===== src/rtl/serial_tx_multilane_if.sv =====
// rtl/serial_tx_multilane_if.sv - word handshake and serial line bundle for serial_tx_multilane
//
// Purpose: carries the word-side Valid/Ready handshake and the serial-side
//          outputs of serial_tx_multilane between the router port and the link.
// Signals:
//   TX_Data        payload word, DATA_W bits        (master -> slave)
//   TX_Data_Valid  TX_Data holds a word to send     (master -> slave)
//   TX_Ready       transmitter can take a word      (slave -> master)
//   S_Data         serial lines, LANES bits         (slave -> master)
//   TX_Busy        a frame is on the lines          (slave -> master)
//   Fifo_Count     words currently buffered         (slave -> master)
interface serial_tx_multilane_if #(
  parameter int DATA_W     = 55,
  parameter int LANES      = 1,
  parameter int FIFO_DEPTH = 2
) ();

  logic [DATA_W-1:0]             TX_Data;
  logic                          TX_Data_Valid;
  logic                          TX_Ready;
  logic [LANES-1:0]              S_Data;
  logic                          TX_Busy;
  logic [$clog2(FIFO_DEPTH):0]   Fifo_Count;

  modport master (
    output TX_Data,
    output TX_Data_Valid,
    input  TX_Ready,
    input  S_Data,
    input  TX_Busy,
    input  Fifo_Count
  );

  modport slave (
    input  TX_Data,
    input  TX_Data_Valid,
    output TX_Ready,
    output S_Data,
    output TX_Busy,
    output Fifo_Count
  );

endinterface


===== src/rtl/serial_tx_multilane.sv =====
// rtl/serial_tx_multilane.sv - FIFO-buffered multi-lane serial frame transmitter
//
// Purpose: buffers DATA_W-bit words in a FIFO_DEPTH-entry FIFO and sends each
//          one as a frame on LANES parallel lines: one all-ones start beat,
//          BEATS = ceil(DATA_W/LANES) data beats (lane k of beat b carries
//          bit b*LANES+k, bits past DATA_W sent as 0), an optional even-parity
//          beat per lane, then IDLE_GAP all-zero beats.
//          Example, DATA_W=55 LANES=4, all-ones word: 14 data beats,
//          beat 13 = 4'b0111, parity beat = 4'b1000 (lanes 0-2 carry 14 ones,
//          lane 3 carries 13 ones).
// Ports:
//   Clk_S  in  single clock, rising edge
//   Rst    in  synchronous reset, active high; aborts any frame in progress
//   tx     slave side of serial_tx_multilane_if (TX_Data, TX_Data_Valid,
//          TX_Ready, S_Data, TX_Busy, Fifo_Count)
module serial_tx_multilane #(
  parameter int DATA_W     = 55,
  parameter int LANES      = 1,
  parameter int FIFO_DEPTH = 2,
  parameter int PARITY_EN  = 1,
  parameter int IDLE_GAP   = 1
) (
  input logic                  Clk_S,
  input logic                  Rst,
  serial_tx_multilane_if.slave tx
);

  localparam int BEATS  = (DATA_W + LANES - 1) / LANES;
  localparam int SHW    = BEATS * LANES;
  localparam int AW     = (FIFO_DEPTH > 1) ? $clog2(FIFO_DEPTH) : 1;
  localparam int CW     = $clog2(FIFO_DEPTH) + 1;
  localparam int CNTW_D = $clog2(BEATS + 1);
  localparam int CNTW_G = $clog2(IDLE_GAP + 1);
  // Wide enough for the longer of the data run and the idle gap.
  localparam int CNTW   = (CNTW_D > CNTW_G) ? CNTW_D : CNTW_G;

  typedef enum logic [2:0] {
    S_IDLE,
    S_START,
    S_DATA,
    S_PARITY,
    S_GAP
  } state_t;

  // ---------------------------------------------------------------- FIFO
  logic [DATA_W-1:0] mem [FIFO_DEPTH];
  logic [AW-1:0]     wr_ptr;
  logic [AW-1:0]     rd_ptr;
  logic [CW-1:0]     count;
  logic              push;
  logic              pop;
  logic              fifo_nonempty;

  assign fifo_nonempty = (count != '0);
  assign tx.TX_Ready   = (count != CW'(FIFO_DEPTH));
  assign tx.Fifo_Count = count;
  assign push          = tx.TX_Data_Valid && tx.TX_Ready;

  always_ff @(posedge Clk_S) begin
    if (push) begin
      mem[wr_ptr] <= tx.TX_Data;
    end
  end

  always_ff @(posedge Clk_S) begin
    if (Rst) begin
      wr_ptr <= '0;
      rd_ptr <= '0;
      count  <= '0;
    end else begin
      if (push) begin
        wr_ptr <= wr_ptr + 1'b1;
      end
      if (pop) begin
        rd_ptr <= rd_ptr + 1'b1;
      end
      case ({push, pop})
        2'b10:   count <= count + 1'b1;
        2'b01:   count <= count - 1'b1;
        default: count <= count;
      endcase
    end
  end

  // ---------------------------------------------------------- serialiser
  state_t            state;
  logic [CNTW-1:0]   beat_cnt;
  logic [SHW-1:0]    shreg;
  logic [LANES-1:0]  par_acc;
  logic [LANES-1:0]  s_data_q;
  logic              busy_q;
  logic [LANES-1:0]  chunk;
  logic              last_data;
  logic              last_gap;

  assign chunk      = shreg[LANES-1:0];
  assign last_data  = (beat_cnt == CNTW'(BEATS - 1));
  assign last_gap   = (beat_cnt == CNTW'(IDLE_GAP - 1));
  assign tx.S_Data  = s_data_q;
  assign tx.TX_Busy = busy_q;

  // A pop always launches the next frame on the following beat, so it is
  // taken one beat early wherever the frame can chain without an IDLE beat.
  always_comb begin
    pop = 1'b0;
    if (fifo_nonempty) begin
      case (state)
        S_IDLE:   pop = 1'b1;
        S_DATA:   pop = last_data && (PARITY_EN == 0) && (IDLE_GAP == 0);
        S_PARITY: pop = (IDLE_GAP == 0);
        S_GAP:    pop = last_gap;
        default:  pop = 1'b0;
      endcase
    end
  end

  // S_Data and TX_Busy are loaded with the value of the state being entered,
  // so they line up with the state register on the following cycle.
  always_ff @(posedge Clk_S) begin
    if (Rst) begin
      state    <= S_IDLE;
      beat_cnt <= '0;
      shreg    <= '0;
      par_acc  <= '0;
      s_data_q <= '0;
      busy_q   <= 1'b0;
    end else begin
      beat_cnt <= '0;
      if (pop) begin
        state    <= S_START;
        shreg    <= SHW'(mem[rd_ptr]);
        s_data_q <= '1;
        busy_q   <= 1'b1;
      end else begin
        case (state)
          S_IDLE: begin
            s_data_q <= '0;
            busy_q   <= 1'b0;
          end
          S_START: begin
            state    <= S_DATA;
            s_data_q <= chunk;
            par_acc  <= chunk;
            shreg    <= shreg >> LANES;
          end
          S_DATA: begin
            if (!last_data) begin
              beat_cnt <= beat_cnt + 1'b1;
              s_data_q <= chunk;
              par_acc  <= par_acc ^ chunk;
              shreg    <= shreg >> LANES;
            end else if (PARITY_EN != 0) begin
              state    <= S_PARITY;
              s_data_q <= par_acc;
            end else if (IDLE_GAP != 0) begin
              state    <= S_GAP;
              s_data_q <= '0;
            end else begin
              state    <= S_IDLE;
              s_data_q <= '0;
              busy_q   <= 1'b0;
            end
          end
          S_PARITY: begin
            s_data_q <= '0;
            if (IDLE_GAP != 0) begin
              state <= S_GAP;
            end else begin
              state  <= S_IDLE;
              busy_q <= 1'b0;
            end
          end
          S_GAP: begin
            s_data_q <= '0;
            if (!last_gap) begin
              beat_cnt <= beat_cnt + 1'b1;
            end else begin
              state  <= S_IDLE;
              busy_q <= 1'b0;
            end
          end
          default: begin
            state    <= S_IDLE;
            s_data_q <= '0;
            busy_q   <= 1'b0;
          end
        endcase
      end
    end
  end

endmodule


===== src/flat_wrapper.sv =====
// flat-port wrapper written by rule: the top's interface ports become plain ports
module serial_tx_multilane_flat 
#(
  parameter int DATA_W     = 55,
  parameter int LANES      = 1,
  parameter int FIFO_DEPTH = 2,
  parameter int PARITY_EN  = 1,
  parameter int IDLE_GAP   = 1
)
  (Clk_S, Rst, tx_TX_Data, tx_TX_Data_Valid, tx_TX_Ready, tx_S_Data, tx_TX_Busy, tx_Fifo_Count);
  serial_tx_multilane_if #(.DATA_W(DATA_W), .LANES(LANES), .FIFO_DEPTH(FIFO_DEPTH)) tx_i ();
  input logic Clk_S;
  input logic Rst;
  input wire logic [$bits(tx_i.TX_Data)-1:0] tx_TX_Data;
  input wire logic [$bits(tx_i.TX_Data_Valid)-1:0] tx_TX_Data_Valid;
  output wire logic [$bits(tx_i.TX_Ready)-1:0] tx_TX_Ready;
  output wire logic [$bits(tx_i.S_Data)-1:0] tx_S_Data;
  output wire logic [$bits(tx_i.TX_Busy)-1:0] tx_TX_Busy;
  output wire logic [$bits(tx_i.Fifo_Count)-1:0] tx_Fifo_Count;
  assign tx_i.TX_Data = tx_TX_Data;
  assign tx_i.TX_Data_Valid = tx_TX_Data_Valid;
  assign tx_TX_Ready = tx_i.TX_Ready;
  assign tx_S_Data = tx_i.S_Data;
  assign tx_TX_Busy = tx_i.TX_Busy;
  assign tx_Fifo_Count = tx_i.Fifo_Count;
  serial_tx_multilane #(.DATA_W(DATA_W), .LANES(LANES), .FIFO_DEPTH(FIFO_DEPTH), .PARITY_EN(PARITY_EN), .IDLE_GAP(IDLE_GAP)) u_core (.Clk_S(Clk_S), .Rst(Rst), .tx(tx_i));
endmodule

===== config.mk =====
export PLATFORM = sky130hd
export DESIGN_NAME = serial_tx_multilane_flat
export DESIGN_NICKNAME = d
export VERILOG_FILES = /design/src/rtl/serial_tx_multilane_if.sv /design/src/rtl/serial_tx_multilane.sv /design/src/flat_wrapper.sv
export SDC_FILE = /design/constraint.sdc
export NUM_CORES = 1
export LEC_CHECK = 0
export CAP_MARGIN = 20
export CORE_MARGIN = 2
export CORE_UTILIZATION = 50
export DETAILED_ROUTE_END_ITERATION = 8
export PLACE_DENSITY = 0.81
export SETUP_SLACK_MARGIN = 0.1
export SYNTH_ARGS = -nofsm -noshare
export SYNTH_HDL_FRONTEND = slang
export SYNTH_SLANG_ARGS = --single-unit

===== constraint.sdc =====
create_clock -name Clk_S -period 3.3 [get_ports Clk_S]
set_input_delay 0.33 -clock Clk_S [delete_from_list [all_inputs] [get_ports Clk_S]]
set_output_delay 0.33 -clock Clk_S [all_outputs]
set_load 0.02 [all_outputs]

==> impl_results.md <==
- Top cells by area, synth: edfxtp_1 46%, dfxtp_1 20%, mux2_2 8.6%, a22oi_2 4.9%, nand3_1 4.2%
- PortBufs: 62
- Clock latency on the worst-skew pair: about 430 ps
- Number of global-route vias before repair: between 4000 and 5000
- Post-Syn Nets: ~570
- Clock buffer depth: 2
- Worst-Margin Slew: about 840 ps
- Seq pwr share: 0.431
- Htree depth: 4
- FF-to-FF Start: u_core.beat_cnt[0]
- Synth top cells by count: 110 x edfxtp_1, 72 x dfxtp_1, 60 x nand3_1, 55 x mux2_2, 47 x a21oi_1
- Mapped Cells: a little over 500
- Max Cap Viol: 0
- Clock sink total: ~180
- Switching pwr: 2.64 mW
- Synthesized flop and latch total: 182
- Static Leak: about 2.7 nW
- Drt first-iter violations: ~280
- Root Driver: clkbuf_16
- Setup TNS: 0 ps
- Seq/Total Area, Yosys: 0.661
- Die area: ~15000 µm²
- Hold Buf Count CTS: 0
- Top_reg_cell synth: edfxtp_1
- Number of synthesized flops with an enable pin: 110
- Filler cell count: 1014
- Num rows: 43
- # nets final: 628
- Global-route wire length before repair: 21700 µm
- Crit path kind: register to register
- HP Start: Rst
- Initial Util: 0.515
- Int Pwr: slightly above 5 mW
- Required @ worst endpoint: about 3700 ps
- DRC viols: 0
- Post-route ant nets: 0
- Largest net degree at the start of global routing: 59
- Global Route Usage Sum: 0.186
- Yosys cell types: 39
- Mean number of vias per cell: 5.81
- Status: completed
- Peak VDD IR: 0.554 mV
- Routed WL: between 10000 and 15000 µm
- Die H: 124 µm
- CP Launch Point: u_core.beat_cnt[0]
- Clk pin slew, worst setup/hold paths: 60 ps
- FFs w/ async S/R, synth: 0
- Yosys warnings: 0
- Num CTS Buffers: 17
- Antenna violations before repair: 0
- Slew Limit Fails: 0
- Vias: roughly 4400
- Final period utilization: 0.753
- Total gr overflow: 0
- WHS Path Cells: 2
- Hold Path Class: primary input to register
- Final hold violation count: 0
- Area leader, netlist: edfxtp_1
- Min Tclk post-route: 2480 ps
- Mapped Area: between 7000 and 8000 µm²
- Achievable Freq: between 400 and 500 MHz
- Max FO, Critical Path: 4
- Switch share: 0.342
- Slew margin rel.: 0.440
- Clock power frac: 0.254
- Worst Setup End Kind: register
- Die span in x: approximately 120 µm
- Cts repair resizes: 0
- Syn-to-layout area delta: 18.8%
- CP Launch Type: register
- Worst Clk Skew: between 6 and 7 ps
- Ant. Diodes: 0
- Avg WL per Cell: 17.8 µm
- Comb pwr share: 0.314
- Top cell type's share of synthesized area: 0.460
- Avg Inst Size Synth: between 10 and 15 µm²
- TritonCTS clock tree: built
- RSZ-0062 raised after global routing: false
- Core box area: between 10000 and 15000 µm²
- Post-detail-place hpwl: about 7700 µm
- Worst Reg-to-Reg Cells: 8
- Drt first pass iters: 7
- Pwr dens: ~900 nW/µm²
- Setup-failing EPs final: 0
- IO Pins: 63
- CP arrival: between 2000 and 3000 ps
- Most common cell in the netlist: edfxtp_1
- Share of cells above drive strength 1: 0.253
- Layout Utilization: 0.612
- Placer Congestion: approximately 0.8
- Setup Fix Bufs, Post-CTS: 0
## area by class of cell
class / count / area (µm²) / share of cell area
well taps: 180 / 225 / 0.0264
clock inverters: 13 / 151 / 0.0178
inverters: 6 / 23.8 / 0.00279
repair buffers: 74 / 718 / 0.0842
multi-input cells: 285 / 2230 / 0.262
flip-flops and latches: 182 / 4750 / 0.557
clock buffers: 18 / 429 / 0.0503
## logic make-up after synthesis
| group | Yosys count | share of synthesized area |
|---|---|---|
| buffers and inverters | 45 | 0.0312 |
| AND/OR/NAND/NOR | 88 | 0.0612 |
| XOR/XNOR | 9 | 0.0110 |
| adder cells (fa/ha/maj) | 4 | 0.00697 |
| flip-flops | 182 | 0.661 |
| AO/OA/AOI/OAI | 129 | 0.142 |
| multiplexers | 55 | 0.0863 |
## placed cells by master (no fill, tap or decap), drive strengths merged, types with 2 or more instances in the layout
cell type      netlist  layout
nand2b               2       2
o211ai               2       2
clkbuf              16      18
dfxtp               72      72
o21ai                2       2
o221ai               2       2
clkinv               1       5
clkinvlp             0       4
inv                  5       8
buf                 23      13
nor2                13      13
xor2                 4       4
a211o                2       2
clkdlybuf4s50        0      61
o2bb2ai              2       2
a21oi               60      60
bufinv               0       2
edfxtp             110     110
mux2                55      55
nand2                4       4
ha                   4       4
nand3               60      60
a22oi               54      54
xnor2                5       5
and3                 2       2
## flip-flops by register name, summed over array words and instances (netlist names), named ones only
| signal | cells |
|---|---|
| u_core.tx.TX_Busy | 1 |
| u_core.shreg | 55 |
| u_core.tx.S_Data | 1 |
| u_core.mem | 110 |
| u_core.wr_ptr | 1 |
| u_core.beat_cnt | 6 |
| u_core.tx.Fifo_Count | 2 |
| u_core.rd_ptr | 1 |
| u_core.par_acc | 1 |
| u_core.state | 3 |
## final timing paths
kind	to	slack, ps
setup reg to reg	u_core.tx.Fifo_Count[1]	820
hold reg to reg	u_core.shreg[27]	470
hold / removal	u_core.shreg[8]	330
setup / recovery	u_core.tx.Fifo_Count[1]	820
## worst max-delay path: stages, from the launching register on
cell	delay, ps
dfxtp_1	340
inv_1	90
ha_1	150
or4b_1	500
a2111o_2	520
clkinv_2	80
ha_1	250
or3_1	350
a21oi_1	130
## metrics by stage
stage	area [µm²]	instances	worst slack (ps)	hold slack (ps)	power, mW
after global routing	8530	758	692	337	8.10
after detailed placement	7950	727	832	461	5.76
final	8530	758	816	334	7.71
after CTS	8530	758	812	314	7.76
after global placement	7950	727	930	440	5.64
after floorplan	7180	512	487	426	5.18
## layer usage
| layer | GRT usage | wire length [µm] | up-vias |
|---|---|---|---|
| li1 | - | - | 2070 |
| met3 | 0.0481 | 586 | 14 |
| met1 | 0.226 | 5770 | 2211 |
| met4 | 0.0597 | 127 | 0 |
| met5 | 0 | 0 | - |
| met2 | 0.323 | 6980 | 110 |
## power by group through the flow
stage	combinational (mW)	sequential, mW	clock [mW]
2_1_floorplan	1.93	3.26	0
3_3_place_gp	2.31	3.33	0
3_5_place_dp	2.40	3.36	0
4_1_cts	2.44	3.32	2.00
5_1_grt	2.63	3.38	2.09
6_report	2.42	3.33	1.96
(Power assumes the default switching activity.)
